===== src/rtl/dm_pkg.sv =====
`default_nettype none
// ============================================================================
// Module      : dm_pkg
// Description : Shared DMSel encodings, FSM state type and alignment check
//               for the data-memory bus initiator.
// Revision    : 1.0 - initial release
// ============================================================================
package dm_pkg;

    localparam logic [1:0] SEL_BYTE = 2'b00;
    localparam logic [1:0] SEL_HALF = 2'b01;
    localparam logic [1:0] SEL_WORD = 2'b10;
    localparam int         EXT_ZERO = 2;

    typedef enum logic [2:0] {
        IDLE    = 3'd0,
        RD_REQ  = 3'd1,
        RD_WAIT = 3'd2,
        WR_REQ  = 3'd3,
        WR_WAIT = 3'd4,
        DONE    = 3'd5
    } dm_state_e;

    // DMSel[1] set means word, whether the low bit is 0 or 1
    function automatic logic is_misaligned(input logic [2:0] sel, input logic [1:0] addr);
        is_misaligned = ((sel[1:0] == SEL_HALF) && addr[0]) || (sel[1] && (addr != 2'b00));
    endfunction

endpackage
`default_nettype wire


===== src/rtl/dm_lane_unit.sv =====
`default_nettype none
// ============================================================================
// Module      : dm_lane_unit
// Description : Byte/half lane extraction with extension for loads, and
//               lane merge of partial store data into a full memory word.
// Revision    : 1.0 - initial release
// ============================================================================
module dm_lane_unit
    import dm_pkg::*;
(
    input  logic [31:0] i_word,
    input  logic [1:0]  i_addr,
    input  logic [2:0]  i_dm_sel,
    input  logic [31:0] i_wdata,
    output logic [31:0] o_load_data,
    output logic [31:0] o_store_word
);

    logic [7:0]  w_byte;
    logic [15:0] w_half;

    always_comb begin
        w_byte = 8'h00;
        case (i_addr)
            2'd0: w_byte = i_word[7:0];
            2'd1: w_byte = i_word[15:8];
            2'd2: w_byte = i_word[23:16];
            2'd3: w_byte = i_word[31:24];
            default: w_byte = 8'h00;
        endcase
        w_half = i_addr[1] ? i_word[31:16] : i_word[15:0];

        if (i_dm_sel[1]) begin
            o_load_data = i_word;
        end else if (i_dm_sel[1:0] == SEL_HALF) begin
            o_load_data = i_dm_sel[EXT_ZERO] ? {16'h0000, w_half} : {{16{w_half[15]}}, w_half};
        end else begin
            o_load_data = i_dm_sel[EXT_ZERO] ? {24'h000000, w_byte} : {{24{w_byte[7]}}, w_byte};
        end

        o_store_word = i_word;
        if (i_dm_sel[1]) begin
            o_store_word = i_wdata;
        end else if (i_dm_sel[1:0] == SEL_HALF) begin
            if (i_addr[1]) o_store_word[31:16] = i_wdata[15:0];
            else           o_store_word[15:0]  = i_wdata[15:0];
        end else begin
            case (i_addr)
                2'd0: o_store_word[7:0]   = i_wdata[7:0];
                2'd1: o_store_word[15:8]  = i_wdata[7:0];
                2'd2: o_store_word[23:16] = i_wdata[7:0];
                2'd3: o_store_word[31:24] = i_wdata[7:0];
                default: o_store_word = i_word;
            endcase
        end
    end

endmodule
`default_nettype wire


===== src/rtl/dm_bus_initiator.sv =====
`default_nettype none
// ============================================================================
// Module      : dm_bus_initiator
// Description : Runs one CPU load/store over a word-only valid/ready bus,
//               with read-modify-write for partial stores and a wait timeout.
// Revision    : 1.0 - initial release
// ============================================================================
module dm_bus_initiator
    import dm_pkg::*;
#(
    parameter int TIMEOUT_CYCLES = 255
) (
    input  logic        clk,
    input  logic        RESET,
    input  logic        cpu_req,
    input  logic        cpu_we,
    input  logic [2:0]  DMSel,
    input  logic [31:0] cpu_addr,
    input  logic [31:0] cpu_wdata,
    input  logic [31:0] PC,
    output logic        stall,
    output logic        cpu_done,
    output logic        cpu_err,
    output logic [31:0] cpu_rdata,
    output logic        mem_req_valid,
    input  logic        mem_req_ready,
    output logic        mem_req_we,
    output logic [29:0] mem_req_addr,
    output logic [31:0] mem_req_wdata,
    input  logic        mem_rsp_valid,
    input  logic [31:0] mem_rsp_rdata,
    output logic [31:0] trace_pc
);

    localparam int                c_CNT_W    = $clog2(TIMEOUT_CYCLES + 1);
    localparam logic [c_CNT_W-1:0] c_CNT_LAST = c_CNT_W'(TIMEOUT_CYCLES - 1);

    dm_state_e          r_state;
    logic               r_we;
    logic [2:0]         r_sel;
    logic [31:0]        r_addr;
    logic [31:0]        r_wdata;
    logic [31:0]        r_pc;
    logic [c_CNT_W-1:0] r_cnt;
    logic               r_mem_req_valid;
    logic               r_mem_req_we;
    logic               r_cpu_done;
    logic               r_cpu_err;
    logic [31:0]        r_cpu_rdata;
    logic [31:0]        r_trace_pc;
    logic [31:0]        w_load_data;
    logic [31:0]        w_store_word;

    dm_lane_unit u_lane (
        .i_word       (mem_rsp_rdata),
        .i_addr       (r_addr[1:0]),
        .i_dm_sel     (r_sel),
        .i_wdata      (r_wdata),
        .o_load_data  (w_load_data),
        .o_store_word (w_store_word)
    );

    always_ff @(posedge clk) begin
        if (RESET) begin
            r_state         <= IDLE;
            r_we            <= 1'b0;
            r_sel           <= 3'b000;
            r_addr          <= 32'h0;
            r_wdata         <= 32'h0;
            r_pc            <= 32'h0;
            r_cnt           <= '0;
            r_mem_req_valid <= 1'b0;
            r_mem_req_we    <= 1'b0;
            r_cpu_done      <= 1'b0;
            r_cpu_err       <= 1'b0;
            r_cpu_rdata     <= 32'h0;
            r_trace_pc      <= 32'h0;
        end else begin
            r_cpu_done <= 1'b0;
            case (r_state)
                IDLE: begin
                    if (cpu_req) begin
                        r_we    <= cpu_we;
                        r_sel   <= DMSel;
                        r_addr  <= cpu_addr;
                        r_wdata <= cpu_wdata;
                        r_pc    <= PC;
                        if (is_misaligned(DMSel, cpu_addr[1:0])) begin
                            r_cpu_err  <= 1'b1;
                            r_cpu_done <= 1'b1;
                            r_state    <= DONE;
                        end else if (cpu_we && DMSel[1]) begin
                            r_mem_req_valid <= 1'b1;
                            r_mem_req_we    <= 1'b1;
                            r_state         <= WR_REQ;
                        end else begin
                            r_mem_req_valid <= 1'b1;
                            r_mem_req_we    <= 1'b0;
                            r_state         <= RD_REQ;
                        end
                    end
                end
                RD_REQ: begin
                    if (mem_req_ready) begin
                        r_mem_req_valid <= 1'b0;
                        r_cnt           <= '0;
                        r_state         <= RD_WAIT;
                    end
                end
                RD_WAIT: begin
                    // A response on the final wait cycle wins over the timeout
                    if (mem_rsp_valid) begin
                        if (r_we) begin
                            r_wdata         <= w_store_word;
                            r_mem_req_valid <= 1'b1;
                            r_mem_req_we    <= 1'b1;
                            r_state         <= WR_REQ;
                        end else begin
                            r_cpu_rdata <= w_load_data;
                            r_cpu_done  <= 1'b1;
                            r_state     <= DONE;
                        end
                    end else if (r_cnt == c_CNT_LAST) begin
                        r_cpu_err  <= 1'b1;
                        r_cpu_done <= 1'b1;
                        r_state    <= DONE;
                    end else begin
                        r_cnt <= r_cnt + 1'b1;
                    end
                end
                WR_REQ: begin
                    if (mem_req_ready) begin
                        r_mem_req_valid <= 1'b0;
                        r_cnt           <= '0;
                        r_state         <= WR_WAIT;
                    end
                end
                WR_WAIT: begin
                    if (mem_rsp_valid) begin
                        r_trace_pc <= r_pc;
                        r_cpu_done <= 1'b1;
                        r_state    <= DONE;
                    end else if (r_cnt == c_CNT_LAST) begin
                        r_cpu_err  <= 1'b1;
                        r_cpu_done <= 1'b1;
                        r_state    <= DONE;
                    end else begin
                        r_cnt <= r_cnt + 1'b1;
                    end
                end
                DONE: begin
                    r_cpu_err <= 1'b0;
                    r_state   <= IDLE;
                end
                default: r_state <= IDLE;
            endcase
        end
    end

    assign stall         = (cpu_req && (r_state == IDLE)) || ((r_state != IDLE) && (r_state != DONE));
    assign cpu_done      = r_cpu_done;
    assign cpu_err       = r_cpu_err;
    assign cpu_rdata     = r_cpu_rdata;
    assign mem_req_valid = r_mem_req_valid;
    assign mem_req_we    = r_mem_req_we;
    assign mem_req_addr  = r_addr[31:2];
    assign mem_req_wdata = r_wdata;
    assign trace_pc      = r_trace_pc;

endmodule
`default_nettype wire


===== config.mk =====
export PLATFORM = sky130hd
export DESIGN_NAME = dm_bus_initiator
export DESIGN_NICKNAME = d
export VERILOG_FILES = /design/src/rtl/dm_pkg.sv /design/src/rtl/dm_lane_unit.sv /design/src/rtl/dm_bus_initiator.sv
export SDC_FILE = /design/constraint.sdc
export NUM_CORES = 1
export LEC_CHECK = 0
export CORE_UTILIZATION = 50
export CTS_CLUSTER_SIZE = 28
export DETAILED_ROUTE_END_ITERATION = 8
export GPL_ROUTABILITY_DRIVEN = 0
export PLACE_DENSITY = 0.86
export SLEW_MARGIN = 40
export SYNTH_ARGS = -nofsm -noshare
export SYNTH_HDL_FRONTEND = slang
export SYNTH_HIERARCHICAL = 1
export SYNTH_SLANG_ARGS = --single-unit

===== constraint.sdc =====
create_clock -name clk -period 5.1 [get_ports clk]
set_input_delay 0.51 -clock clk [delete_from_list [all_inputs] [get_ports clk]]
set_output_delay 0.51 -clock clk [all_outputs]
set_load 0.01 [all_outputs]

# == Yosys cells after proc, flatten, opt, wreduce, memory -nomap -nowiden ==
# Index checks and enable logic that the tools add are counted.
# op_classes
n_shift,0
magnitude_cmp,0
div_mod_pow,0
multipliers,0
n_bitwise,1
add_sub_neg,1
reduce_logical,28
mux,54
n_eq_ne,26
# op_table
operator,n
$mux W32,9
$pmux W32 S2,1
$mux W8,7
$mux W16,3
$pmux W8 S4,1
$mux W3,8
$ne A2 B2 Y1 const B,10
$mux W1,18
$pmux W8 S2,1
$pmux W3 S5,1
$reduce_and A5 Y1,3
$reduce_and A6 Y1,2
$pmux W1 S3,3
$reduce_bool A3 Y1,3
$add A8 B1 Y8 const B,1
$eq A8 B8 Y1 const B,1
$reduce_and A7 Y1,1
$eq A2 B1 Y1 const B,3
$eq A3 B2 Y1 const B,2
$eq A3 B3 Y1 const B,2
$ne A3 B3 Y1 const B,2
$reduce_and A3 Y1,2
$reduce_bool A2 Y1,3
$logic_and A1 B1 Y1,5
other kinds (13),18
# totals
reg_bits,179
latch_bits,0
in_bits,137
memories,0
ram_bits,0
elab_cells,125
out_inout_bits,131
rom_bits,0

# == Longest topological paths before layout ==
# depth
ltp_word,7
ltp_mapped,8
ltp_nobuf,7

# == Cells and area by module ==
# The synthesis kept the hierarchy.
# by_module_without_submodules
mod,instances,seq_area_each_um2,cells_per_inst,area_per_inst_um2
dm_bus_initiator,1,3583.4,870,7034.2
dm_lane_unit,1,0.0,260,1615.3

# == Least setup slack after synthesis ==
# OpenSTA, ideal clock, no wires.
# synth_timing
path_kind,reg-to-reg
start,register r_cnt[0]
end,register r_cnt[7]
n_path_buf,0
stages_incl_launch_ff,8
period_less_slack_ns,1.807
required_time_ns,5.030
setup_slack_ns,3.293
setup_time_ns,0.070
arrival_ns,1.736
cell_sequence,dfxtp_1 > inv_1 > ha_1 > nand3_1 > o21ai_1 > a22o_1 > or4_1 > a21oi_1
# synth_between
elab_chain_len,4
word_cells_on_any_way,7
classes_between,add/sub: 1; eq/ne: 2; mux: 3; reduce/logical: 1
# synth_lines
element,line_no,source
from (decl),dm_bus_initiator.sv:44,logic [c_CNT_W-1:0] r_cnt;
from (signal assigned),dm_bus_initiator.sv:128,r_cnt <= r_cnt + 1'b1;
from (signal assigned),dm_bus_initiator.sv:148,r_cnt <= r_cnt + 1'b1;
$add A8 B1 Y8,"dm_bus_initiator.sv:128, dm_bus_initiator.sv:148",
$mux W8,"dm_bus_initiator.sv:123, dm_bus_initiator.sv:143",
$mux W8,dm_bus_initiator.sv:112,if (mem_rsp_valid) begin
$pmux W8 S2,dm_bus_initiator.sv:80,case (r_state)
# Several ways; a longest one is shown, not always the timed one. The select of a mux whose other input is x is not followed.
# A chain may end at the register's enable or synchronous reset.

# == Worst setup path in the final report ==
# layout_timing
start,register r_addr[0]
end,"register r_wdata[6], in the netlist mem_req_wdata[6]"
# layout_between
elab_chain_len,3
# layout_lines
element,line_no,source
from (decl),dm_bus_initiator.sv:41,logic [31:0] r_addr;
from (signal assigned),dm_bus_initiator.sv:85,r_addr <= cpu_addr;
$logic_not A2 Y1,dm_lane_unit.sv:48,case (i_addr)
$ne A3 B2 Y1 (no line),--,
$reduce_and A7 Y1 (no line),--,
to (signal assigned),dm_bus_initiator.sv:86,r_wdata <= cpu_wdata;
to (signal assigned),dm_bus_initiator.sv:114,r_wdata <= w_store_word;
to (decl),dm_bus_initiator.sv:42,logic [31:0] r_wdata;
# Every way passes these cells.

==> run_results.csv <==
group,metric,value,unit
placement,hpwl,18.0,mm
timing,setup_viol,0,
clock_network,htreeDepth,4,
drt,vias_per_cell,5.63,
timing,min_period,2.68,ns
placement,io_buffers,267,
synthesis,synth_edf_count,0,
finish,antenna_cells,0,
clock_network,cts_inserted_buffers,17,
global_routing,first_global_vias,8058,
synthesis,netlist_instances,1130,
worst_setup_path,worst_ep_required_time,5.44,ns
timing,slew_viol_final,0,
floorplanning,fp.dieW,134,µm
job,cap_viol_max_count,0,
finish,stdcell_area,11700,µm²
outcome,status,"complete, no violations",
clock_network,cts_tree,"done",
hold_path,hp-class,"register to register",
placement,dpl_cell_area,11100,µm²
floorplanning,initial_core_util,0.516,
synthesis,async_reset_ff_frac,0,
drt,vias,8666,
finish,postLayoutCoreUtil,0.696,
synthesis,synth_area_per_cell,7.65,µm²
synthesis,synth_ff_type,"dfxtp_1",
global_routing,antenna_found_initial,0,
drt,drt-pass1-iter-count,5,
worst_setup_path,arrival,3.02,ns
worst_setup_path,critPathLaunchType,"register",
global_routing,grt_pass1_wl,41.8,mm
floorplanning,die_y,134,µm
clock_network,clock_latency,0.43,ns
synthesis,yosysSeqAreaShare,0.414,
timing,hold_violations,0,
timing,tns,0,ns
timing,fin_worst_skew,0.0107,ns
timing,timing.max_slew.rel_slack,0.483,
clock_network,post_cts_buffers,0,
drt,wl_per_cell,17.3,µm
global_routing,grt_max_degree,75,
clock_network,cts.sinks,179,
clock_network,cts_hold_buf,0,
drt,remaining_drc_errors,0,
power,cellPowerDensity,361,nW/µm²
power,power.leakage,3.98,nW
worst_setup_path,critPathMaxFanout,26,
clock_network,ctsLongestPathBuffers,2,
timing,whs,0.442,ns
clock_network,path_clk_slew,0.08,ns
finish,nets,1444,
synthesis,synth_nets,1269,
timing,rsz0062_at_grt,"no",
finish,syn_to_final_growth,34.9,%
timing,fmax,374,MHz
floorplanning,io_pins,268,
synthesis,yosys.cell_types.count,61,
synthesis,ys_seq_elements,179,
synthesis,yosys_warnings,6,
drt,wl,26.6,mm
worst_setup_path,endpoint_kind,"register",
finish,multi_input_area,4430,µm²
global_routing,grt_overflow_total,0,
timing,post-route-period-util,0.525,
finish,register_area,3590,µm²
floorplanning,design.core.area,16800,µm²
floorplanning,dieArea,17800,µm²
timing,worstMarginPinSlew,0.775,ns
synthesis,syn_area,8650,µm²
power,vdd_ir_drop_max,0.000240,V
global_routing,grt_use_total,0.296,
clock_network,clock-root-buffer,"clkbuf_16",
clock_network,cts_resized,0,
finish,fillers,1380,
finish,drive_above_1_share,0.0577,
drt,drt_iter0_drc,843,
floorplanning,rows,47,
worst_setup_path,worstSetupPathType,"register to register",
drt,ant_nets,0,
cell families after synthesis:
kind of cell               after synthesis  share of synthesized area
AOI/OAI and AO/OA                      306                      0.217
xor gates and xnor gates                 1                    0.00101
adders and majority gates                2                    0.00289
buffers and inverters                  131                     0.0780
DFF                                    179                      0.414
muxes                                   49                     0.0579
and+or+nand+nor                        462                      0.229
registers in the layout, indices dropped and copies added (netlist names):
name           count
r_state            3
r_cnt              8
r_pc              32
r_we               1
mem_req_we         1
r_addr            32
r_sel              3
cpu_done           1
trace_pc          32
cpu_err            1
mem_req_wdata     32
mem_req_valid      1
cpu_rdata         32
where the power goes:
group          switching, mW  leakage (nW)  internal [mW]
Combinational          0.642          2.24          0.570
Sequential             0.163          1.46           1.55
Clock                  0.640         0.286          0.658
Total                   1.44          3.98           2.77
stage by stage:
| stage | cells | worst slack, ns | total power [mW] |
|---|---|---|---|
| after CTS | 1538 | 2.26 | 4.21 |
| after detailed placement | 1506 | 2.29 | 2.92 |
| after global placement | 1506 | 2.46 | 2.88 |
| after global routing | 1538 | 2.31 | 4.42 |
| final | 1538 | 2.42 | 4.22 |
| after floorplan | 1130 | 3.29 | 2.47 |
cell usage in the layout (no fill, tap or decap), types with 6 or more instances in the layout:
cell type,n
mux2_2,8
a211oi_1,34
a22oi_1,7
a21oi_1,163
clkbuf_16,17
dfxtp_1,177
nand2b_1,20
o2111ai_1,7
o31a_1,9
a21boi_0,10
o21ai_0,30
nor2b_1,10
clkdlybuf4s50_1,266
mux2i_1,41
a221o_1,8
o31ai_1,11
inv_1,6
nor2_1,61
buf_4,12
nand2_1,312
or3b_2,9
o211ai_1,9
and3_1,11
synthesized netlist by cell type (2+ instances only):
library cell / n / share of area
o31a_1: 9 / 0.0091
nand4_1: 3 / 0.0022
o211ai_1: 9 / 0.0078
or3_1: 6 / 0.0043
nand3_1: 5 / 0.0029
a21oi_1: 163 / 0.094
clkbuf_1: 58 / 0.025
mux2_2: 8 / 0.010
and2_1: 3 / 0.0022
ha_1: 2 / 0.0029
nor2_1: 61 / 0.026
a31oi_1: 2 / 0.0014
nand2b_1: 20 / 0.014
nor2b_1: 10 / 0.0072
buf_6: 5 / 0.0065
a21boi_0: 10 / 0.0087
nor3_1: 6 / 0.0035
or2_2: 2 / 0.0014
buf_4: 31 / 0.027
dfxtp_1: 179 / 0.41
or4_1: 4 / 0.0035
inv_1: 6 / 0.0026
o21ai_0: 30 / 0.017
and3_1: 11 / 0.0080
o21bai_1: 2 / 0.0017
o2111ai_1: 7 / 0.0071
or3b_2: 9 / 0.0091
and4_1: 2 / 0.0020
buf_2: 19 / 0.011
nand2_1: 313 / 0.14
a22oi_1: 7 / 0.0061
inv_2: 2 / 0.00087
mux2i_1: 41 / 0.047
o31ai_1: 11 / 0.0095
buf_1: 8 / 0.0035
a211oi_1: 34 / 0.030
a221o_1: 8 / 0.0093
path summary, 6_finish.rpt:
path         startpoint               end  depth (start not counted)  slack, ns
min            r_pc[15]      trace_pc[15]                          2       0.44
max reg2reg   r_addr[0]  mem_req_wdata[6]                          5       2.42
max           r_addr[0]  mem_req_wdata[6]                          5       2.42
min reg2reg    r_pc[15]      trace_pc[15]                          2       0.44
worst max-delay path, stage by stage (launching register included):
cell and delay, ns:
dfxtp_1 0.83, nand2b_1 0.56, a21o_1 0.53, mux2_2 0.32
mux2i_1 0.07, a211oi_1 0.28
layout make-up:
cell class / count / share of cell area
clock buffers: 17 / 0.0364
well taps: 220 / 0.0236
flip-flops and latches: 179 / 0.307
multi-input cells: 820 / 0.379
clock inverters: 15 / 0.0138
inverters: 8 / 0.00257
repair buffers: 279 / 0.237
metal layers:
metal | global-route usage | vias to the layer above | part of all wire
met5 | 0 | - | 0
met4 | 0.148 | 0 | 0.043
met3 | 0.0666 | 77 | 0.078
met2 | 0.477 | 395 | 0.48
met1 | 0.372 | 4008 | 0.40
li1 | - | 4186 | -
Note: power is estimated with default switching activity, not from simulation.
==> edit: new RTL, same flow settings <==
Encoding of `dm_state_e`: now Gray code (3 bits for 6 states).
--- a/src/rtl/dm_pkg.sv
+++ b/src/rtl/dm_pkg.sv
@@ -14,10 +14,10 @@
 
     typedef enum logic [2:0] {
-        IDLE    = 3'd0,
-        RD_REQ  = 3'd1,
-        RD_WAIT = 3'd2,
-        WR_REQ  = 3'd3,
-        WR_WAIT = 3'd4,
-        DONE    = 3'd5
+        IDLE    = 3'b000,
+        RD_REQ  = 3'b001,
+        RD_WAIT = 3'b011,
+        WR_REQ  = 3'b010,
+        WR_WAIT = 3'b110,
+        DONE    = 3'b111
     } dm_state_e;
 
Function: same outputs for any inputs over 4 cycles, from zero or initial values and one cycle with RESET high; so few cycles prove little.
==> edit against the original RTL <==
Count of clock-buffer cells in the layout grew 2. Power grew 9.0%. Die area grew 4.7%. Sequential share of layout area shrank 0.85 points. Area after synthesis grew 4.8%. Via count grew 6.0%. Critical path type unchanged. Wire length grew 4.7%. Critical path depth is the same. Final area grew 2.9%. Final cell count grew 3.4%. Worst setup slack lost 0.076 ns. Global-route usage shrank 0.45 points. Sequential cell count is the same.
==> edit: results (changes against the original RTL) <==
pwr:
  p_total_mw: 4.596  # +9.0%
  power.clock.total_mw: 1.28
  intPower_mw: 2.981  # +7.5%
  power_frac_seq_pct: 38.8  # -1.7 points
  vdd.ir_drop.worst_mv: 0.2367  # -1.3%
  leakage_nw: 4.106  # +3.1%
drt:
  drtPass1Iterations: 6  # +1
  routedWlPerCell_um: 17.53  # +1.2%
  vias_per_cell: 5.775  # +2.5%
  drt_iter0_markers: 1082  # +28%
  wl_um: 27880  # +4.7%
global_route:
  grt_util_met3_pct: 6.889  # +0.23 points
  use_met2_pct: 45.52  # -2.2 points
  antenna_found_initial: 2  # +2
  grt_max_degree: 88  # +17%
  grt_pass1_wl_um: 42540  # +1.8%
  grt_pass1_vias: 8218  # +2.0%
  track_usage_pct: 29.17  # -0.45 points
  gr-usage-met1_pct: 37.16  # -0.081 points
synthesis:
  synthArstFlopShare_pct: 0  # unchanged
  yosys-top-cells-count: "342 x nand2_1, 179 x dfxtp_1, 162 x a21oi_1"
  netlist_instances: 1185  # +4.9%
  synthTopCellsByArea: "dfxtp_1 40%, nand2_1 14%, a21oi_1 8.9%"
  synth_fp_nets: 1324  # +4.3%
  ys_types: 67  # +9.8%
  yosysSeqAreaShare_pct: 39.54  # -1.9 points
  ys_warn_count: 6  # unchanged
setup_path:
  r2r_cells: 5  # unchanged
  arrival_ns: 3.02  # about the same
  r2r_slack_ns: 2.35  # -0.08 ns
  path_max_fanout: 35  # +35%
  timing.rr.start: "r_state[1]$_SDFFE_PP0P_"
  r2r_end: "cpu_rdata[9]$_SDFFE_PP0P_"
min_path:
  min_from: "r_pc[4]$_SDFFE_PP0P_"
  worstHoldPathCells: 2  # unchanged
  hp-class: "reg2reg"
  hold_end: "trace_pc[4]$_SDFFE_PP0P_"
sta:
  max_slew_margin_pct: 44.21  # -4.1 points
  fin_skew_ns: 0.008367  # -0.002338 ns
placement:
  port_buffers: 267  # unchanged
  dp_hpwl_um: 18940  # +5.0%
  place_inst: 1557  # +3.4%
final_layout:
  layout-drive-gt1-share_pct: 8.798  # +3.0 points
  fillers: 1456  # +5.5%
  nets: 1490  # +3.2%
cts:
  cts.htree.levels: 4  # unchanged
  cts_inserted_buffers: 17  # unchanged
  cts_resized: 0  # unchanged
run_status:
  status: "finished clean"
-- edit: cell count changes in the layout (fill, tap and decap cells not counted), sizes merged, moves of 3 or more --
cell,before,now
o21ai,31,37
nand2,313,343
a311oi,1,33
nor2,62,68
nand2b,20,23
mux2i,41,8
a211oi,34,3
nand3,5,38
-- edit: layout make-up --
cell class / instances / share of cell area (%)
Sequential cell: 179 / 29.90
Multi-Input combinational cell: 867 / 39.69
Clock buffer: 19 / 3.689
Antenna cell: 2 / 0.04168
Tap cell: 225 / 2.345
Timing Repair Buffer: 277 / 23.03
Clock inverter: 13 / 1.021
Inverter: 9 / 0.2814
-- edit: metal layers --
layer | part of all wire [%] | vias to the layer above
met4 | 4.5 | 0
met2 | 46 | 510
met3 | 9.7 | 97
li1 | - | 4364
met5 | 0 | -
met1 | 40 | 4217
-- edit: worst max-delay path by stage --
stage	startpoint	end	slack [ns]	cells past startpoint
after floorplan	mem_rsp_valid	r_cnt[5]$_SDFFE_PP0P_	3.39	5
after global placement	r_state[1]$_SDFFE_PP0P_	cpu_rdata[5]$_SDFFE_PP0P_	2.15	5
after detailed placement	r_addr[0]$_SDFFE_PP0P_	cpu_rdata[27]$_SDFFE_PP0P_	2.17	5
after CTS	r_addr[0]$_SDFFE_PP0P_	cpu_rdata[27]$_SDFFE_PP0P_	2.16	5
after global routing	r_state[1]$_SDFFE_PP0P_	cpu_rdata[21]$_SDFFE_PP0P_	2.08	5
final	r_state[1]$_SDFFE_PP0P_	cpu_rdata[9]$_SDFFE_PP0P_	2.35	5
-- edit: metrics by stage --
stage / hold slack, ns / worst slack (ns) / cell area (µm²)
after global routing: 0.4614 / 2.079 / 12010
final: 0.4497 / 2.347 / 12010
after floorplan: 0.4321 / 3.393 / 9064
after CTS: 0.4517 / 2.163 / 11980
after global placement: 0.4360 / 2.153 / 11390
after detailed placement: 0.4426 / 2.168 / 11420
-- edit: logic make-up (layout without fill, tap and decap cells) --
| kind of cell | count (synthesis) | after routing | share of synthesized area [%] |
|---|---|---|---|
| XOR/XNOR | 2 | 2 | 0.2762 |
| multiplexers | 18 | 18 | 2.126 |
| AND/OR/NAND/NOR | 534 | 534 | 26.01 |
| adder cells (fa/ha/maj) | 3 | 3 | 0.3865 |
| other | 0 | 2 | 0 |
| AO/OA/AOI/OAI | 310 | 310 | 23.50 |
| buffers and inverters | 139 | 318 | 8.172 |
| flip-flops | 179 | 179 | 39.54 |
-- edit: worst max-delay path, cell delays in order, from the launching register on --
cell and delay, ns:
dfxtp_2 0.61, buf_4 0.45, nand2_2 0.54, or2_2 0.72, nand2_1 0.17, a21oi_1 0.08
